**src/rtl/div_seq_pkg.sv**
```systemverilog
// Shared state codes and control constants for the EX-stage divide sequencer.
// Imported by div_seq and by the EX stage that drives it.
package div_seq_pkg;

    typedef enum logic [1:0] {
        DivFree   = 2'b00,
        DivByZero = 2'b01,
        DivOn     = 2'b10,
        DivEnd    = 2'b11
    } div_state_e;

    localparam logic DivStart          = 1'b1;
    localparam logic DivStop           = 1'b0;
    localparam logic DivResultReady    = 1'b1;
    localparam logic DivResultNotReady = 1'b0;

    localparam logic [7:0] EXE_DIV_OP  = 8'b0001_1010;
    localparam logic [7:0] EXE_DIVU_OP = 8'b0001_1011;

endpackage

```
**src/rtl/div_seq_step.sv**
```systemverilog
// One restoring-division step: trial-subtract the divisor from the shifted partial remainder.
// Purely combinational; the sequencer applies it once per cycle.
module div_step #(
    parameter int DW = 32
) (
    input  logic [DW-1:0] rem_i,
    input  logic          dvd_msb_i,
    input  logic [DW-1:0] dvs_i,
    output logic [DW-1:0] rem_o,
    output logic          q_bit_o
);

    logic [DW:0] trial;
    logic [DW:0] diff;

    // trial < 2*divisor always, so DW+1 bits give a correct sign bit on the difference
    assign trial   = {rem_i, dvd_msb_i};
    assign diff    = trial - {1'b0, dvs_i};
    assign q_bit_o = ~diff[DW];
    assign rem_o   = q_bit_o ? diff[DW-1:0] : trial[DW-1:0];

endmodule

```
**src/rtl/div_seq.sv**
```systemverilog
// Radix-2 restoring divide sequencer (DIV/DIVU) for EX; result = {remainder, quotient}.
// Optional macro DIV_EARLY_EXIT_EN: finish immediately when |dividend| < |divisor|.
module div_seq
    import div_seq_pkg::*;
#(
    parameter int DW    = 32,
    parameter int CNT_W = 6
) (
    input  logic            clk,
    input  logic            rst,
    input  logic            signed_div_i,
    input  logic [DW-1:0]   opdata1_i,
    input  logic [DW-1:0]   opdata2_i,
    input  logic            start_i,
    input  logic            annul_i,
    output logic [2*DW-1:0] result_o,
    output logic            ready_o,
    output logic            stallreq_o
);

    div_state_e       state_q, state_d;
    logic [CNT_W-1:0] cnt_q, cnt_d;
    logic [DW-1:0]    rem_q, rem_d;
    logic [DW-1:0]    dvd_q, dvd_d;
    logic [DW-1:0]    dvs_q, dvs_d;
    logic             sign1_q, sign1_d;
    logic             sign2_q, sign2_d;
    logic [2*DW-1:0]  result_q, result_d;
    logic             ready_q, ready_d;

    logic [DW-1:0]    op1_abs, op2_abs;
    logic             op1_neg, op2_neg;
    logic [DW-1:0]    step_rem;
    logic             step_qbit;
    logic [DW-1:0]    quo_fix, rem_fix;

    assign op1_neg = signed_div_i & opdata1_i[DW-1];
    assign op2_neg = signed_div_i & opdata2_i[DW-1];
    assign op1_abs = op1_neg ? -opdata1_i : opdata1_i;
    assign op2_abs = op2_neg ? -opdata2_i : opdata2_i;

    div_step #(.DW(DW)) u_step (
        .rem_i     (rem_q),
        .dvd_msb_i (dvd_q[DW-1]),
        .dvs_i     (dvs_q),
        .rem_o     (step_rem),
        .q_bit_o   (step_qbit)
    );

    // Dividend register shifts left, collecting quotient bits from the bottom
    assign quo_fix = (sign1_q ^ sign2_q) ? -dvd_q : dvd_q;
    assign rem_fix = sign1_q ? -rem_q : rem_q;

    always_comb begin
        state_d  = state_q;
        cnt_d    = cnt_q;
        rem_d    = rem_q;
        dvd_d    = dvd_q;
        dvs_d    = dvs_q;
        sign1_d  = sign1_q;
        sign2_d  = sign2_q;
        result_d = result_q;
        ready_d  = ready_q;

        unique case (state_q)
            DivFree: begin
                if (start_i == DivStart && !annul_i) begin
                    dvd_d   = op1_abs;
                    dvs_d   = op2_abs;
                    rem_d   = '0;
                    cnt_d   = '0;
                    sign1_d = op1_neg;
                    sign2_d = op2_neg;
                    if (opdata2_i == '0) begin
                        state_d = DivByZero;
                    end
`ifdef DIV_EARLY_EXIT_EN
                    else if (op1_abs < op2_abs) begin
                        state_d  = DivEnd;
                        ready_d  = DivResultReady;
                        result_d = {opdata1_i, {DW{1'b0}}};
                    end
`endif
                    else begin
                        state_d = DivOn;
                    end
                end
            end
            DivByZero: begin
                state_d  = DivEnd;
                result_d = '0;
                ready_d  = DivResultReady;
            end
            DivOn: begin
                if (cnt_q != CNT_W'(DW)) begin
                    rem_d = step_rem;
                    dvd_d = {dvd_q[DW-2:0], step_qbit};
                    cnt_d = cnt_q + 1'b1;
                end else begin
                    state_d  = DivEnd;
                    result_d = {rem_fix, quo_fix};
                    ready_d  = DivResultReady;
                end
            end
            DivEnd: begin
                if (start_i == DivStop) begin
                    state_d  = DivFree;
                    result_d = '0;
                    ready_d  = DivResultNotReady;
                end
            end
            default: state_d = DivFree;
        endcase

        // A flush never lets a partial or stale result escape
        if (annul_i && state_q != DivFree) begin
            state_d  = DivFree;
            result_d = '0;
            ready_d  = DivResultNotReady;
        end
    end

    always_ff @(posedge clk) begin
        if (rst) begin
            state_q  <= DivFree;
            cnt_q    <= '0;
            rem_q    <= '0;
            dvd_q    <= '0;
            dvs_q    <= '0;
            sign1_q  <= 1'b0;
            sign2_q  <= 1'b0;
            result_q <= '0;
            ready_q  <= DivResultNotReady;
        end else begin
            state_q  <= state_d;
            cnt_q    <= cnt_d;
            rem_q    <= rem_d;
            dvd_q    <= dvd_d;
            dvs_q    <= dvs_d;
            sign1_q  <= sign1_d;
            sign2_q  <= sign2_d;
            result_q <= result_d;
            ready_q  <= ready_d;
        end
    end

    assign result_o   = result_q;
    assign ready_o    = ready_q;
    assign stallreq_o = start_i & ~ready_q & ~annul_i;

endmodule
```
**config.mk**
```make
export PLATFORM = sky130hd
export DESIGN_NAME = div_seq
export DESIGN_NICKNAME = d
export VERILOG_FILES = /design/src/rtl/div_seq_pkg.sv /design/src/rtl/div_seq_step.sv /design/src/rtl/div_seq.sv
export SDC_FILE = /design/constraint.sdc
export NUM_CORES = 1
export LEC_CHECK = 0
export ABC_AREA = 1
export BUFFER_PORTS_ARGS = -buffer_cell sky130_fd_sc_hd__buf_2
export CORE_UTILIZATION = 50
export DETAILED_ROUTE_END_ITERATION = 12
export PLACE_DENSITY = 0.69
export SLEW_MARGIN = 20
export SYNTH_ARGS = -nofsm -noshare
export SYNTH_HDL_FRONTEND = slang
export SYNTH_SLANG_ARGS = --single-unit
```
**constraint.sdc**
```tcl
create_clock -name clk -period 6.5 [get_ports clk]
set_input_delay 0.325 -clock clk [delete_from_list [all_inputs] [get_ports clk]]
set_output_delay 0.325 -clock clk [all_outputs]
set_load 0.01 [all_outputs]
```
# Word level (Yosys, flattened, before mapping)
# Index checks and enable logic that the tools add are counted.
# Widths: inputs -> output; s select.
# totals
register_bits	171
output_inout_bits	66
elab_cells	69
# op_classes
add_sub_neg	6
eq_ne	8
mux	25
n_bitwise	8
reduce_logical	13
# ops
operator	count
$mux 32	9
$pmux 64 s3	1
$mux 64	2
$neg 32->32	4
$pmux 32 s2	2
$sub 33x32->33	1
$logic_not 32->1	1
$mux 6	2
$pmux 6 s2	1
$reduce_and 3->1	3
$mux 2	4
$ne 2x2->1 const B	4
$pmux 2 s4	1
$add 6x1->6 const B	1
$ne 6x6->1 const B	1
$and 1x1->1	4
$eq 2x2->1 const B	2
$reduce_bool 2->1	2
$not 1->1	3
$pmux 1 s3	1
$reduce_bool 3->1	1
$eq 2x1->1 const B	1
$logic_and 1x1->1	2
$logic_not 2->1	1
5 further kinds	6

# Longest topological paths before layout
# Gate-level depths: netlist of the first run.
# logic_depth
depth_word	4
ltp_mapped	18
mapped_depth_nobuf	17

# Hierarchy
# A second synthesis of the first run with hierarchy kept.
# hier_totals
hier_cells	2234
hier_area_um2	13150.1
# by_module_without_submodules
mod	n_inst	cells_each	area_each_um2	seq_area_each_um2
div_seq	1	1554	9999.6	3423.3
div_step	1	680	3150.5	0.0

# Worst setup path before layout of the first run
# No wires, ideal clock.
# synth_timing
path_kind	flip-flop to flip-flop
startpoint	register dvd_q[31]
endpoint	register rem_q[27]
t_arrival_ns	2.105
required_time_ns	6.358
slack_ns	4.253
stages_incl_launch_ff	19
path_buffers	1
cell_sequence	dfxtp_1 > inv_1 > ha_1 > fa_1 > inv_1 > nand2_1 > nand2_1 > nand3_1 > nand2_2 > nand2_2 > nand2_4 > nand2_8 > nand2_8 > nand2_8 > nand2_4 > buf_8 > nand2_2 > nand3_2 > a21oi_2
# synth_between
elab_chain_cells	4
# synth_rtl
element	line_no	source
start: declaration	div_seq.sv:24	logic [DW-1:0] dvd_q, dvd_d;
start signal: assignment	div_seq.sv:138	dvd_q <= dvd_d;
$sub 33x32->33	div_seq_step.sv:18	assign diff = trial - {1'b0, dvs_i};
$mux 32	div_seq_step.sv:20	assign rem_o = q_bit_o ? diff[DW-1:0] : trial[DW-1:0];
$mux 32	div_seq.sv:95	if (cnt_q != CNT_W'(DW)) begin
$pmux 32 s2	div_seq.sv:65	unique case (state_q)
end signal: assignment	div_seq.sv:137	rem_q <= rem_d;
end: declaration	div_seq.sv:23	logic [DW-1:0] rem_q, rem_d;
# No other way between the ends. The select of a mux whose other input is x is not followed.
# A chain may end at the register's enable or synchronous reset.

# Worst setup path after layout of the first run
# layout_timing
startpoint	register sign1_q
endpoint	register result_q[22] (netlist: result_o[22])
# layout_between
elab_chain_cells	4
# layout_rtl
element	line_no	source
start: declaration	div_seq.sv:26	logic sign1_q, sign1_d;
start signal: assignment	div_seq.sv:140	sign1_q <= sign1_d;
$xor 1x1->1	div_seq.sv:51	assign quo_fix = (sign1_q ^ sign2_q) ? -dvd_q : dvd_q;
$mux 32	div_seq.sv:51	
$mux 64	div_seq.sv:95	
$pmux 64 s3	div_seq.sv:65	
end signal: assignment	div_seq.sv:142	result_q <= result_d;
end: declaration	div_seq.sv:28	logic [2*DW-1:0] result_q, result_d;
# No other way between the ends. The select of a mux whose other input is x is not followed.

==> reports/metrics.yaml, run 1 <==
worst_slew_pin_slew_ns: 0.938
cts_tree: "built"
vdd_drop_max_uv: 340
drt_iter0_drc: 1353
num_vias: 14200
port_buffers: 134
drc: 0
hold_buffers: 0
grt_pass1_wl_um: 65400
busiest_layer: "met1"
diodes: 0
p_per_area_nw_per_um2: 336
grt_start_max_net_pins: 89
maxCapViolations: 0
die_area_um2: 27200
crit_path_end_kind: "register"
via_per_inst: 5.37
clkSlewWorstSetupHoldPaths_ns: 0.08
post-dp-hpwl_um: 32200
gp_congestion: 0.963
clk_latency_ns: 0.44
gr-total-overflow: 0
cts-resized-gates: 0
fin_crit_sh: 0.476
final_common_cell: "nand2_1"
track_usage: 0.307
first_pass_iters: 5
synth_cell_types: 54
dpl_cell_area_um2: 14100
ys.flop_type: "dfxtp_1"
post_cts_buffers: 0
die_h_um: 165
drive_gt1_frac: 0.120
ctsHtreeMaxLevel: 4
syn2layout_area_growth_pct: 10.4
fin_ws_ns: 3.40
hp-class: "primary input to register"
status: "complete, no violations"
syn-num-nets: 2327
yosysWarningCount: 0
critPathTopFamily: "buffers and inverters"
die_w_um: 165
setup-tns-final_ns: 0
path_cells: "buf_4 > inv_2 > nand2_1 > nand2_1 > inv_1 > o21ai_0 > nand2_1 > a21oi_1 > o21ai_1 > a21oi_1"
most-common-layout-cells: "nand2_1, inv_1, nand3_1, a21oi_1, nor2_1"
nNetsFinal: 2409
cts_buffers: 17
grtUsageMet1: 0.494
min_period_ns: 3.10
critPathMostFrequentCell: "nand2_1"
synth_edf_count: 0
fin_area_um2: 14700
drv_slew: 0
fin_worst_skew_ns: 0.0131
synth_top_area_cell: "dfxtp_1"
worstSetupPathType: "register to register"
hold_violations: 0
setup_violations: 0
max_stage_delay_ns: 0.80
cp_num_buf_inv: 3
core_area_um2: 26100
wl_um: 41100
clk_path_buf_depth: 2
netlist_area_um2: 13300
worstPathRequired_ns: 6.80
ctsRootBufferMaster: "clkbuf_16"
synth_top_area_frac: 0.258
place_ws_ns: 3.49
rows: 59
cp-start-kind: "register"
critPathArrivalTime_ns: 3.40
use_met3: 0.0392
antenna_found_initial: 0
wl_per_cell_um: 15.5
ys_seq_area_frac: 0.258
p_leak_nw: 7.17
io_pins: 135
ant_nets: 0
critPathSlowestCell: "inv_1"
ys_top_cells_by_area: "dfxtp_1, nand2_1, inv_1, nand3_1, a21oi_1"
crit_fanout: 37
first_global_vias: 12200
synth_seq_cells: 171
max_freq_mhz: 323
start_util: 0.510
syn_inst: 2216
fillers: 2740
rsz0062_at_grt: "false"
cts_sinks: 171
async_flop_share: 0
synth.avg_cell_area_um2: 5.99
met2_usage: 0.417
relSlewSlack: 0.374
power breakdown:
| group | switching, mW | internal [mW] | leakage (nW) | total, mW |
|---|---|---|---|---|
| Sequential | 0.168 | 1.19 | 1.39 | 1.36 |
| Clock | 0.505 | 0.557 | 0.288 | 1.06 |
| Combinational | 1.78 | 0.727 | 5.50 | 2.51 |
worst paths after layout:
check,from,endpoint,slack [ns],depth (start not counted)
setup / recovery,sign1_q$_SDFFE_PP0P_,result_o[22]$_SDFFE_PP0P_,3.40,10
hold reg to reg,result_o[48]$_SDFFE_PP0P_,result_o[48]$_SDFFE_PP0P_,0.46,2
setup reg to reg,sign1_q$_SDFFE_PP0P_,result_o[22]$_SDFFE_PP0P_,3.40,10
hold / removal,opdata2_i[0],dvs_q[0]$_SDFFE_PP0P_,0.16,3
cells by family after synthesis:
logic type | after synthesis | synth area share
adders and majority gates | 42 | 0.0401
and+or+nand+nor | 1189 | 0.396
AOI/OAI and AO/OA | 357 | 0.149
buffers and inverters | 399 | 0.119
xor gates and xnor gates | 58 | 0.0383
DFF | 171 | 0.258
cell type report:
cell class,instances,area [um^2],share of cell area
inverters,319,1200,0.0817
multi-input cells,1646,8290,0.565
repair buffers,143,738,0.0503
clock inverters,14,155,0.0106
clock buffers,18,439,0.0299
well taps,335,419,0.0286
flip-flops and latches,171,3420,0.233
cell usage after synthesis (4+ instances only):
library cell,instances
o21bai_1,5
nand3_2,9
or2_2,8
a21oi_2,11
nor2_2,4
buf_2,23
clkbuf_1,45
o21ai_0,83
xor2_1,44
nor4_1,7
nand3_1,212
inv_2,14
nand2_8,4
ha_1,41
nand2_2,33
a21oi_1,210
nor3_1,24
xnor2_1,14
nand2_1,647
dfxtp_1,171
nor2_1,174
o21ai_1,6
buf_6,5
inv_1,302
o211ai_1,19
nand4_1,32
nand3b_1,15
flip-flops by register name (all words and copies together), names as in the netlist:
signal    flops
dvs_q        32
sign2_q       1
cnt_q         6
sign1_q       1
dvd_q        32
rem_q        32
ready_o       1
result_o     64
state_q       2
per-layer routing:
metal / wire, um / share of wire
met1: 21500 / 0.52
met2: 15800 / 0.39
met3: 3230 / 0.079
met4: 559 / 0.014
met5: 0 / 0
stage by stage:
stage	cells	utilization	hold slack (ns)	power [mW]
floorplan	2216	-	0.435	3.19
global placement	2614	0.540	0.447	3.82
detailed placement	2614	0.540	0.452	3.83
CTS	2646	0.563	0.157	4.89
global route	2646	0.563	0.186	5.31
finish	2646	0.563	0.162	4.93
tightest hold or removal path, stage by stage:
cell and delay [ns]:
buf_2 0.07, inv_1 0.06, a21oi_1 0.11
Note: power is estimated with default switching activity, not from simulation.
==> run 2, diff against run 1 <==
- clock period: 6.5 -> 3.1 ns (I/O delays scaled with it)
==> reports/metrics.yaml, run 2 (synthesis results as in run 1) <==
drive_gt1_frac: 0.124  # was 0.120
via_per_inst: 5.34  # was 5.37
critPathArrivalTime_ns: 2.94  # was 3.40 ns
port_buffers: 134  # unchanged
cts_tree: "built"  # unchanged
die_w_um: 165  # unchanged
track_usage: 0.299  # was 0.307
crit_path_end_kind: "register"  # unchanged
wl_um: 40600  # was 41100 um
drc: 0  # unchanged
rows: 59  # unchanged
cp-start-kind: "register"  # unchanged
status: "complete, no violations"  # unchanged
setup-tns-final_ns: 0  # unchanged
rsz0062_at_grt: "false"  # unchanged
place_ws_ns: 0.534  # was 3.49 ns
worstPathRequired_ns: 3.37  # was 6.80 ns
power_mw: 10.4  # was 4.93 mW
largest_reg_flops: 64  # unchanged
p_leak_nw: 7.24  # was 7.17 nW
min_period_ns: 2.67  # was 3.10 ns
num_vias: 14200  # about the same
clk_latency_ns: 0.44  # about the same
cts_buffers: 17  # unchanged
max_freq_mhz: 375  # was 323 MHz
core_area_um2: 26100  # unchanged
hold_depth: 3  # unchanged
reg2reg_slack_ns: 0.43  # was 3.40 ns
hold_end: "dvs_q[4]$_SDFFE_PP0P_"  # was dvs_q[0]$_SDFFE_PP0P_
clkSlewWorstSetupHoldPaths_ns: 0.08  # about the same
syn2layout_area_growth_pct: 11.3  # was 10.4%
fin_worst_skew_ns: 0.0185  # was 0.0131 ns
gp_congestion: 0.937  # was 0.963
grt_pass1_wl_um: 63500  # was 65400 um
drv_slew: 0  # unchanged
hold_violations: 0  # unchanged
start_util: 0.510  # unchanged
drt_iter0_drc: 1256  # was 1353
ant_nets: 0  # unchanged
die_h_um: 165  # unchanged
grt_start_max_net_pins: 76  # was 89
nNetsFinal: 2420  # was 2409
setup_violations: 0  # unchanged
final_common_cell: "nand2_1"  # unchanged
io_pins: 135  # unchanged
p_per_area_nw_per_um2: 703  # was 336 nW/um^2
fillers: 2698  # was 2740
vdd_drop_max_uv: 642  # was 340 uV
hold_buffers: 0  # unchanged
wl_per_cell_um: 15.3  # was 15.5 um
fin_crit_sh: 0.860  # was 0.476
ctsHtreeMaxLevel: 4  # unchanged
clk_path_buf_depth: 2  # unchanged
relSlewSlack: 0.423  # was 0.374
r2r_cells: 17  # was 10
hp-class: "primary input to register"  # unchanged
hold_path_startpoint: "opdata2_i[4]"  # was opdata2_i[0]
cts-resized-gates: 0  # unchanged
worst_slew_pin_slew_ns: 0.866  # was 0.938 ns
first_pass_iters: 6  # was 5
crit_fanout: 18  # was 37
fin_ws_ns: 0.433  # was 3.40 ns
most-common-layout-cells: "nand2_1, inv_1, nand3_1, a21oi_1, nor2_1"  # unchanged
post_cts_buffers: 0  # unchanged
reg2reg_from: "dvd_q[31]$_SDFFE_PP0P_"  # was sign1_q$_SDFFE_PP0P_
maxCapViolations: 0  # unchanged
diodes: 0  # unchanged
gr-total-overflow: 0  # unchanged
r2r_end: "rem_q[19]$_SDFFE_PP0P_"  # was result_o[22]$_SDFFE_PP0P_
ctsRootBufferMaster: "clkbuf_16"  # unchanged
first_global_vias: 12300  # was 12200
post-dp-hpwl_um: 31800  # was 32200 um
die_area_um2: 27200  # unchanged
worstSetupPathType: "register to register"  # unchanged
cts_sinks: 171  # unchanged
antenna_found_initial: 0  # unchanged
## run 2: final cells by class
cell class | instances | area (um^2) | share of cell area
repair buffers | 154 | 846 | 0.0572
clock buffers | 19 | 453 | 0.0307
flip-flops and latches | 171 | 3420 | 0.232
multi-input cells | 1646 | 8290 | 0.561
clock inverters | 13 | 144 | 0.00974
well taps | 335 | 419 | 0.0284
inverters | 319 | 1200 | 0.0810
## run 2: per-layer routing
metal  vias up  wire length, um  GRT usage
met5         -                0          0
met4         0              625     0.0755
met3        43             2990     0.0439
met2       462            16400      0.434
met1      6361            20600      0.453
li1       7316                -          -
## run 2: power by group
| group | internal [mW] | leakage [nW] | switching, mW |
|---|---|---|---|
| clock network | 1.12 | 0.293 | 1.07 |
| registers | 2.49 | 1.39 | 0.331 |
| logic | 1.59 | 5.56 | 3.77 |
| total | 5.21 | 7.24 | 5.17 |
## run 2: per-stage QoR
stage                util  hold slack (ns)  area (um^2)  std cells
finish              0.567           0.0347        14800       2657
global route        0.567           0.0552        14800       2657
CTS                 0.567           0.0251        14800       2657
detailed placement  0.544            0.453        14200       2625
global placement    0.544            0.443        14200       2625
floorplan               -            0.313        13300       2216
## run 2: worst max path at each step
stage	slack, ns	to	startpoint
floorplan	0.85	rem_q[27]$_SDFFE_PP0P_	dvd_q[31]$_SDFFE_PP0P_
global placement	0.59	rem_q[21]$_SDFFE_PP0P_	dvd_q[31]$_SDFFE_PP0P_
detailed placement	0.53	rem_q[20]$_SDFFE_PP0P_	dvd_q[31]$_SDFFE_PP0P_
CTS	0.44	rem_q[19]$_SDFFE_PP0P_	dvd_q[31]$_SDFFE_PP0P_
global route	0.30	rem_q[19]$_SDFFE_PP0P_	dvd_q[31]$_SDFFE_PP0P_
finish	0.43	rem_q[19]$_SDFFE_PP0P_	dvd_q[31]$_SDFFE_PP0P_
## run 2: worst max-delay path: stages (launching register included)
cell,delay (ns)
dfxtp_1,0.34
inv_1,0.11
ha_1,0.23
fa_1,0.40
inv_1,0.12
nand2_1,0.06
nand2_1,0.07
nand3_1,0.08
nand2_2,0.12
nand2_2,0.08
nand2_4,0.09
nand2_8,0.08
nand2_8,0.09
nand2_8,0.10
nand2_4,0.24
nand2_1,0.10
nand3_1,0.11
a21oi_1,0.08
